==> config.mk <==
export PLATFORM = sky130hd
export DESIGN_NAME = mv_mult_seq_flat
export DESIGN_NICKNAME = d
export VERILOG_FILES = /design/src/rtl/mv_pkg.sv /design/src/rtl/mv_mult_seq_if.sv /design/src/rtl/mv_mac.sv /design/src/rtl/mv_mult_seq.sv /design/src/flat_wrapper.sv
export SDC_FILE = /design/constraint.sdc
export NUM_CORES = 1
export LEC_CHECK = 0
export ABC_CLOCK_PERIOD_IN_PS = 5500
export CORE_MARGIN = 8
export CORE_UTILIZATION = 64
export DETAILED_ROUTE_END_ITERATION = 7
export PLACE_DENSITY = 0.95
export SKIP_LAST_GASP = 1
export SYNTH_ARGS = -nofsm -noshare
export SYNTH_HDL_FRONTEND = slang
export SYNTH_SLANG_ARGS = --single-unit
==> constraint.sdc <==
create_clock -name clk -period 5.5 [get_ports clk]
set_clock_uncertainty 0.1 [all_clocks]
set_input_delay 1.375 -clock clk [delete_from_list [all_inputs] [get_ports clk]]
set_output_delay 1.375 -clock clk [all_outputs]
set_load 0.01 [all_outputs]
==> src/rtl/mv_pkg.sv <==
// Shared definitions for the sequential matrix-vector multiplier: FSM encoding,
// width helpers and the default geometry used by the wrapper and the bench.
package mv_pkg;
  localparam int N_DEF  = 4;
  localparam int EW_DEF = 2;

  typedef enum logic [1:0] {IDLE, LOAD, COMPUTE, DRAIN} state_e;

  // Result width: a sum of n products of two ew-bit operands cannot overflow this.
  function automatic int rw_of(input int n, input int ew);
    return 2 * ew + $clog2(n);
  endfunction

  function automatic int iw_of(input int n);
    return (n < 2) ? 1 : $clog2(n);
  endfunction

  function automatic int aw_of(input int n);
    return $clog2(n * n);
  endfunction
endpackage

==> src/rtl/mv_mult_seq_if.sv <==
// Matrix load port plus vector-in / result-out valid-ready streams of mv_mult_seq.
interface mv_mult_seq_if
  import mv_pkg::*;
#(
  parameter int N  = N_DEF,
  parameter int EW = EW_DEF
);
  localparam int RW = rw_of(N, EW);
  localparam int AW = aw_of(N);

  logic          mat_we;
  logic [AW-1:0] mat_addr;
  logic [EW-1:0] mat_wdata;
  logic          mat_err;
  logic          in_valid;
  logic          in_ready;
  logic [EW-1:0] in_data;
  logic          out_valid;
  logic          out_ready;
  logic [RW-1:0] out_data;
  logic          out_last;
  logic          busy;

  modport master (
    output mat_we, mat_addr, mat_wdata, in_valid, in_data, out_ready,
    input  mat_err, in_ready, out_valid, out_data, out_last, busy
  );

  modport slave (
    input  mat_we, mat_addr, mat_wdata, in_valid, in_data, out_ready,
    output mat_err, in_ready, out_valid, out_data, out_last, busy
  );
endinterface

==> src/rtl/mv_mac.sv <==
// Registered multiply-accumulate. sum is the combinational acc+product so the
// caller can capture a finished dot product in the same cycle it clears acc.
module mv_mac
  import mv_pkg::*;
#(
  parameter int EW     = EW_DEF,
  parameter int RW     = rw_of(N_DEF, EW_DEF),
  parameter bit SIGNED = 1'b0
) (
  input  logic          clk,
  input  logic          rst,
  input  logic          en,
  input  logic          clr,
  input  logic [EW-1:0] a,
  input  logic [EW-1:0] b,
  output logic [RW-1:0] sum
);
  function automatic logic signed [RW-1:0] ext(input logic [EW-1:0] v);
    if (SIGNED) ext = {{(RW-EW){v[EW-1]}}, v};
    else        ext = {{(RW-EW){1'b0}}, v};
  endfunction

  logic signed [RW-1:0] a_ext, b_ext, prod, sum_s;
  logic signed [RW-1:0] acc_q, acc_d;

  always_comb begin
    a_ext = ext(a);
    b_ext = ext(b);
    prod  = a_ext * b_ext;
    sum_s = acc_q + prod;
    acc_d = acc_q;
    if (clr)     acc_d = '0;
    else if (en) acc_d = sum_s;
  end

  always_ff @(posedge clk) begin
    if (rst) acc_q <= '0;
    else     acc_q <= acc_d;
  end

  assign sum = sum_s;
endmodule

==> src/rtl/mv_mult_seq.sv <==
// Sequential y = M*x: register-held N x N matrix, one time-shared MAC,
// vector streamed in and results streamed out over valid/ready.
module mv_mult_seq
  import mv_pkg::*;
#(
  parameter int N      = N_DEF,
  parameter int EW     = EW_DEF,
  parameter bit SIGNED = 1'b0
) (
  input  logic        clk,
  input  logic        rst,
  mv_mult_seq_if.slave bus
);
  localparam int RW = rw_of(N, EW);
  localparam int IW = iw_of(N);
  localparam int AW = aw_of(N);
  localparam int NN = N * N;

  state_e        state_q, state_d;
  logic [EW-1:0] m_q [NN];
  logic [EW-1:0] m_d [NN];
  logic [EW-1:0] x_q [N];
  logic [EW-1:0] x_d [N];
  logic [RW-1:0] y_q [N];
  logic [RW-1:0] y_d [N];
  logic [IW-1:0] cnt_q, cnt_d, r_q, r_d, c_q, c_d;
  logic          in_ready_q, in_ready_d, out_valid_q, out_valid_d;
  logic          out_last_q, out_last_d, busy_q, busy_d;
  logic [RW-1:0] out_data_q, out_data_d;
  logic          mac_en, mac_clr, in_fire, out_fire;
  logic [RW-1:0] mac_sum;
  logic [AW-1:0] mc_idx;

  assign mc_idx = AW'(int'(r_q) * N + int'(c_q));

  mv_mac #(.EW(EW), .RW(RW), .SIGNED(SIGNED)) u_mac (
    .clk (clk),
    .rst (rst),
    .en  (mac_en),
    .clr (mac_clr),
    .a   (m_q[mc_idx]),
    .b   (x_q[c_q]),
    .sum (mac_sum)
  );

  always_comb begin
    in_fire  = in_ready_q && bus.in_valid;
    out_fire = out_valid_q && bus.out_ready;
    state_d  = state_q;
    cnt_d    = cnt_q;
    r_d      = r_q;
    c_d      = c_q;
    m_d      = m_q;
    x_d      = x_q;
    y_d      = y_q;
    mac_en   = 1'b0;
    mac_clr  = 1'b0;

    // The matrix is frozen while products are being formed.
    if (bus.mat_we && state_q != COMPUTE && int'(bus.mat_addr) < NN)
      m_d[bus.mat_addr] = bus.mat_wdata;

    case (state_q)
      IDLE: if (in_fire) begin
        x_d[0]  = bus.in_data;
        cnt_d   = IW'(1);
        state_d = LOAD;
      end
      LOAD: if (in_fire) begin
        x_d[cnt_q] = bus.in_data;
        if (cnt_q == IW'(N-1)) begin
          state_d = COMPUTE;
          cnt_d   = '0;
          r_d     = '0;
          c_d     = '0;
        end else begin
          cnt_d = cnt_q + IW'(1);
        end
      end
      COMPUTE: begin
        mac_en = 1'b1;
        if (c_q == IW'(N-1)) begin
          mac_clr  = 1'b1;
          y_d[r_q] = mac_sum;
          c_d      = '0;
          if (r_q == IW'(N-1)) begin
            state_d = DRAIN;
            r_d     = '0;
            cnt_d   = '0;
          end else begin
            r_d = r_q + IW'(1);
          end
        end else begin
          c_d = c_q + IW'(1);
        end
      end
      DRAIN: if (out_fire) begin
        if (cnt_q == IW'(N-1)) begin
          state_d = IDLE;
          cnt_d   = '0;
        end else begin
          cnt_d = cnt_q + IW'(1);
        end
      end
      default: state_d = IDLE;
    endcase

    // Outputs are registered from the next state; y[0] is already final on DRAIN entry.
    in_ready_d  = (state_d == IDLE) || (state_d == LOAD);
    out_valid_d = (state_d == DRAIN);
    out_last_d  = (state_d == DRAIN) && (cnt_d == IW'(N-1));
    out_data_d  = (state_d == DRAIN) ? y_q[cnt_d] : '0;
    busy_d      = (state_d != IDLE);
  end

  always_ff @(posedge clk) begin
    if (rst) begin
      state_q     <= IDLE;
      cnt_q       <= '0;
      r_q         <= '0;
      c_q         <= '0;
      m_q         <= '{default: '0};
      x_q         <= '{default: '0};
      y_q         <= '{default: '0};
      in_ready_q  <= 1'b0;
      out_valid_q <= 1'b0;
      out_last_q  <= 1'b0;
      out_data_q  <= '0;
      busy_q      <= 1'b0;
    end else begin
      state_q     <= state_d;
      cnt_q       <= cnt_d;
      r_q         <= r_d;
      c_q         <= c_d;
      m_q         <= m_d;
      x_q         <= x_d;
      y_q         <= y_d;
      in_ready_q  <= in_ready_d;
      out_valid_q <= out_valid_d;
      out_last_q  <= out_last_d;
      out_data_q  <= out_data_d;
      busy_q      <= busy_d;
    end
  end

  assign bus.in_ready  = in_ready_q;
  assign bus.out_valid = out_valid_q;
  assign bus.out_last  = out_last_q;
  assign bus.out_data  = out_data_q;
  assign bus.busy      = busy_q;
  assign bus.mat_err   = bus.mat_we && (state_q == COMPUTE) && !rst;
endmodule

==> src/flat_wrapper.sv <==
// flat-port wrapper written by rule: the top's interface ports become plain ports
module mv_mult_seq_flat import mv_pkg::*;
#(
  parameter int N      = N_DEF,
  parameter int EW     = EW_DEF,
  parameter bit SIGNED = 1'b0
)
  (clk, rst, bus_mat_we, bus_mat_addr, bus_mat_wdata, bus_in_valid, bus_in_data, bus_out_ready, bus_mat_err, bus_in_ready, bus_out_valid, bus_out_data, bus_out_last, bus_busy);
  mv_mult_seq_if #(.N(N), .EW(EW)) bus_i ();
  input  logic clk;
  input  logic rst;
  input wire logic [$bits(bus_i.mat_we)-1:0] bus_mat_we;
  input wire logic [$bits(bus_i.mat_addr)-1:0] bus_mat_addr;
  input wire logic [$bits(bus_i.mat_wdata)-1:0] bus_mat_wdata;
  input wire logic [$bits(bus_i.in_valid)-1:0] bus_in_valid;
  input wire logic [$bits(bus_i.in_data)-1:0] bus_in_data;
  input wire logic [$bits(bus_i.out_ready)-1:0] bus_out_ready;
  output wire logic [$bits(bus_i.mat_err)-1:0] bus_mat_err;
  output wire logic [$bits(bus_i.in_ready)-1:0] bus_in_ready;
  output wire logic [$bits(bus_i.out_valid)-1:0] bus_out_valid;
  output wire logic [$bits(bus_i.out_data)-1:0] bus_out_data;
  output wire logic [$bits(bus_i.out_last)-1:0] bus_out_last;
  output wire logic [$bits(bus_i.busy)-1:0] bus_busy;
  assign bus_i.mat_we = bus_mat_we;
  assign bus_i.mat_addr = bus_mat_addr;
  assign bus_i.mat_wdata = bus_mat_wdata;
  assign bus_i.in_valid = bus_in_valid;
  assign bus_i.in_data = bus_in_data;
  assign bus_i.out_ready = bus_out_ready;
  assign bus_mat_err = bus_i.mat_err;
  assign bus_in_ready = bus_i.in_ready;
  assign bus_out_valid = bus_i.out_valid;
  assign bus_out_data = bus_i.out_data;
  assign bus_out_last = bus_i.out_last;
  assign bus_busy = bus_i.busy;
  mv_mult_seq #(.N(N), .EW(EW), .SIGNED(SIGNED)) u_core (.clk(clk), .rst(rst), .bus(bus_i));
endmodule
==> results_tabular.tex <==
\begin{tabular}{lr}
\hline
Metric & Value \\
\hline
\multicolumn{2}{l}{\textbf{Status}} \\
\quad Run status & complete, no violations \\
\multicolumn{2}{l}{\textbf{Routing}} \\
\quad Number of detailed-route iterations in the first pass & 5 \\
\quad Total via count after detailed routing & 3365 \\
\quad Post-DRT Antenna Nets & 0 \\
\quad WL/cell & 17.47 um \\
\quad Drt total wl & 9207 um \\
\quad Initial drt markers & 237 \\
\quad Via density & 6.385 \\
\quad DRC Markers & 0 \\
\multicolumn{2}{l}{\textbf{Floorplanning}} \\
\quad Core area & 6277 sq um \\
\quad Die H & 96.08 um \\
\quad Num ports & 24 \\
\quad Full die area & 9230 sq um \\
\quad Floorplan row count & 29 \\
\quad Initial cell density of the core & 0.6538 \\
\quad Die width & 96.08 um \\
\multicolumn{2}{l}{\textbf{Clock network}} \\
\quad Number of sinks on the clock net & 88 \\
\quad Clock latency at the later pin of the worst-skew pair & 0.36 ns \\
\quad Buffer cell driving the clock tree root & sky130\_fd\_sc\_hd\_\_clkbuf\_8 \\
\quad Total CTS buffers & 9 \\
\quad Count of buffers added by post-CTS timing repair for setup & 0 \\
\quad Clock tree from TritonCTS & done \\
\quad CTS hold repair buffers & 0 \\
\quad Clock H-tree levels & 3 \\
\quad Reg clk slew, reported paths & 0.08 ns \\
\quad Clk buf depth & 2 \\
\quad Post-cts sizing count & 0 \\
\multicolumn{2}{l}{\textbf{STA}} \\
\quad Final worst-path cycle share & 0.7817 \\
\quad Number of failing hold endpoints at the final stage & 0 \\
\quad Pins over their slew limit & 0 \\
\quad Final setup violation count & 0 \\
\quad Maximum clock rate & 0.2326 GHz \\
\quad Relative slew slack & 0.4254 \\
\quad Setup\_tns & 0 ns \\
\quad Worst-margin pin slew & 0.8619 ns \\
\quad Post-route minimum period & 4.299 ns \\
\quad Unrepaired setup endpoints after global routing & false \\
\multicolumn{2}{l}{\textbf{Pwr}} \\
\quad Combinational fraction of design power & 0.058 \\
\quad Part of the total power dissipated in the clock network & 0.414 \\
\quad Power per unit of standard cell area & 271.0 nW/um\^{}2 \\
\quad Switching share of total power & 0.2418 \\
\quad Maximum vdd ir drop & 0.3042 mV \\
\quad Net Sw Power & 296.9 uW \\
\quad Sequential share of power & 0.528 \\
\quad Leak pwr & 1.628 nW \\
\quad Internal Pwr Total & 931.3 uW \\
\multicolumn{2}{l}{\textbf{Setup path}} \\
\quad Kind of capture point of the worst setup path & primary output \\
\quad Critical Path Start Type & primary input \\
\quad Biggest fanout along the worst timing path & 5 \\
\quad Arrival time worst endpoint & 2.82 ns \\
\quad CP Data Required Time & 4.03 ns \\
\quad Critical path class & in2out \\
\multicolumn{2}{l}{\textbf{Final layout}} \\
\quad Final instance area & 4532 sq um \\
\quad Fill cell total of the finished layout & 421 \\
\quad Share of final-layout standard cells stronger than drive strength 1 & 0.08667 \\
\quad Area added between synthesis and finish & 10.43\% \\
\quad Diodes inserted & 0 \\
\quad Number of nets in the final layout & 474 \\
\quad Non-filler cells, final & 527 \\
\multicolumn{2}{l}{\textbf{Global routing}} \\
\quad Global-route track usage on met3 & 0.03822 \\
\quad GRT busiest layer & met2 \\
\quad Overall overflow remaining after global route & 0 \\
\quad Largest net degree at the start of global routing & 81 \\
\quad Global router's overall resource usage & 0.2119 \\
\quad Met2 Track Usage GR & 0.3638 \\
\quad First-pass GRT wire length & 15280 um \\
\quad Number of global-route vias before repair & 3261 \\
\quad Met1 track demand over resource in global routing & 0.2437 \\
\quad Initial antenna violation count & 0 \\
\multicolumn{2}{l}{\textbf{Placement}} \\
\quad Routability Congestion & 0.8487 \\
\quad \# port buffers & 23 \\
\quad Placed Cells incl. Taps & 511 \\
\quad HPWL after detailed placement & 6304 um \\
\quad Total placed instance area & 4307 sq um \\
\multicolumn{2}{l}{\textbf{Yosys}} \\
\quad Post-Synthesis Cells & 436 \\
\quad Synth Area per Inst & 9.413 sq um \\
\quad Most used DFF post-synth & sky130\_fd\_sc\_hd\_\_dfxtp\_1 \\
\quad Portion of the post-synthesis area used by sequential elements & 0.4293 \\
\quad Netlist area before placement & 4104 sq um \\
\quad Share of synthesized flip-flops with an asynchronous set or reset & 0 \\
\quad Total number of yosys warnings & 0 \\
\quad Syn Nets & 465 \\
\quad Cell variety after synth & 47 \\
\quad Synthesis-stage register bit count & 88 \\
\quad Number of synthesized flops with an enable pin & 0 \\
\multicolumn{2}{l}{\textbf{Job}} \\
\quad Max-cap viol count & 0 \\
\multicolumn{2}{l}{\textbf{Min path}} \\
\quad Worst hold path class & reg2reg \\
\hline
\end{tabular}
## flip-flops by register name, summed over array words and instances, names as in the netlist, 6 cells and up
register,cells
u_core.bus.out_data,6
u_core.m_q,32
u_core.u_mac.acc_q,6
u_core.x_q,8
u_core.y_q,24
## cells in the final DEF, fill, tap and decap left out, types with 3 or more instances in the layout
cell                              count
sky130_fd_sc_hd__dfxtp_1             88
sky130_fd_sc_hd__nor2_1              56
sky130_fd_sc_hd__nand2_1             40
sky130_fd_sc_hd__a21oi_1             40
sky130_fd_sc_hd__mux2i_1             36
sky130_fd_sc_hd__clkdlybuf4s50_1     22
sky130_fd_sc_hd__o21ai_0             19
sky130_fd_sc_hd__nand3_1             15
sky130_fd_sc_hd__ha_1                15
sky130_fd_sc_hd__mux4_2              12
sky130_fd_sc_hd__nand2b_1            11
sky130_fd_sc_hd__nor3_1               9
sky130_fd_sc_hd__a211oi_1             9
sky130_fd_sc_hd__clkbuf_8             9
sky130_fd_sc_hd__inv_1                8
sky130_fd_sc_hd__and2_1               6
sky130_fd_sc_hd__and3_1               6
sky130_fd_sc_hd__o22ai_1              5
sky130_fd_sc_hd__xnor2_1              3
sky130_fd_sc_hd__inv_6                3
## cell type report
type                    count  area (sq um)  share of cell area
clock buffers               9         123.9             0.02733
clock inverters             7         101.3             0.02236
inverters                   8         30.03            0.006626
multi-input cells         314          2186              0.4823
flip-flops and latches     88          1762              0.3887
well taps                  77         96.34             0.02126
repair buffers             24         232.7             0.05135
## cells in the mapped netlist (2+ instances only)
master,count,area [sq um]
sky130_fd_sc_hd__a211oi_1,9,67.56
sky130_fd_sc_hd__a21oi_1,40,200.2
sky130_fd_sc_hd__a22oi_1,2,15.01
sky130_fd_sc_hd__a31oi_1,2,12.51
sky130_fd_sc_hd__and2_1,6,37.54
sky130_fd_sc_hd__and3_1,6,37.54
sky130_fd_sc_hd__buf_1,2,7.510
sky130_fd_sc_hd__buf_2,8,40.04
sky130_fd_sc_hd__clkbuf_1,14,52.55
sky130_fd_sc_hd__dfxtp_1,88,1762
sky130_fd_sc_hd__ha_1,15,187.7
sky130_fd_sc_hd__inv_1,8,30.03
sky130_fd_sc_hd__mux2i_1,36,360.4
sky130_fd_sc_hd__mux4_2,12,270.3
sky130_fd_sc_hd__nand2_1,40,150.1
sky130_fd_sc_hd__nand2b_1,11,68.82
sky130_fd_sc_hd__nand3_1,15,75.07
sky130_fd_sc_hd__nand3b_1,2,15.01
sky130_fd_sc_hd__nand4_1,2,12.51
sky130_fd_sc_hd__nand4b_2,2,30.03
sky130_fd_sc_hd__nor2_1,56,210.2
sky130_fd_sc_hd__nor3_1,9,45.04
sky130_fd_sc_hd__nor3b_1,2,15.01
sky130_fd_sc_hd__o21ai_0,19,95.09
sky130_fd_sc_hd__o22ai_1,5,31.28
sky130_fd_sc_hd__or2_2,2,12.51
sky130_fd_sc_hd__xnor2_1,3,26.28
## kinds of logic (layout without fill, tap and decap cells)
kind of cell    count (synthesis)  after routing  share of synthesized area
mux                            49             49                     0.1601
xor+xnor                        3              3                   0.006404
compound gates                 87             87                     0.1287
buf+inv                        34             48                    0.03811
fa+ha+maj                      16             16                    0.05061
flops                          88             88                     0.4293
simple gates                  159            159                     0.1869
## worst paths after layout
check,slack (ns),end,startpoint,cells past startpoint
min,0.36,u_core.m_q[30],u_core.m_q[30],2
max reg2reg,1.32,u_core.u_mac.acc_q[5],u_core.c_q[0],11
max,1.20,bus_mat_err,bus_mat_we,3
min reg2reg,0.36,u_core.m_q[30],u_core.m_q[30],2
## power groups by stage
| stage | Clock (mW) | Sequential (mW) | Combinational (mW) |
|---|---|---|---|
| 4_1_cts | 0.508 | 0.649 | 0.0699 |
| 3_5_place_dp | 0 | 0.663 | 0.0696 |
| 5_1_grt | 0.537 | 0.649 | 0.0769 |
| 3_3_place_gp | 0 | 0.663 | 0.0679 |
| 2_1_floorplan | 0 | 0.661 | 0.0499 |
| 6_report | 0.508 | 0.649 | 0.0711 |
## critical path, stage by stage
cell,delay (ns)
sky130_fd_sc_hd__clkdlybuf4s50_1,0.63
sky130_fd_sc_hd__nor3b_1,0.24
sky130_fd_sc_hd__clkdlybuf4s50_1,0.58
## routing by layer
metal  wire length, um  up-vias
met3               505       30
met5                 0        -
met2              4701      138
li1                  -     1564
met1              3713     1633
met4               286        0
## metrics by stage
step,total power [mW],worst slack [ns],hold slack [ns],utilization
2_1_floorplan,0.7110,1.768,0.3331,-
3_3_place_gp,0.7306,1.232,0.3436,0.6861
3_5_place_dp,0.7328,1.224,0.3484,0.6861
4_1_cts,1.226,1.214,0.3650,0.7219
5_1_grt,1.263,1.091,0.3795,0.7219
6_report,1.228,1.201,0.3632,0.7219
No activity file was read; power rests on OpenSTA's default activity.
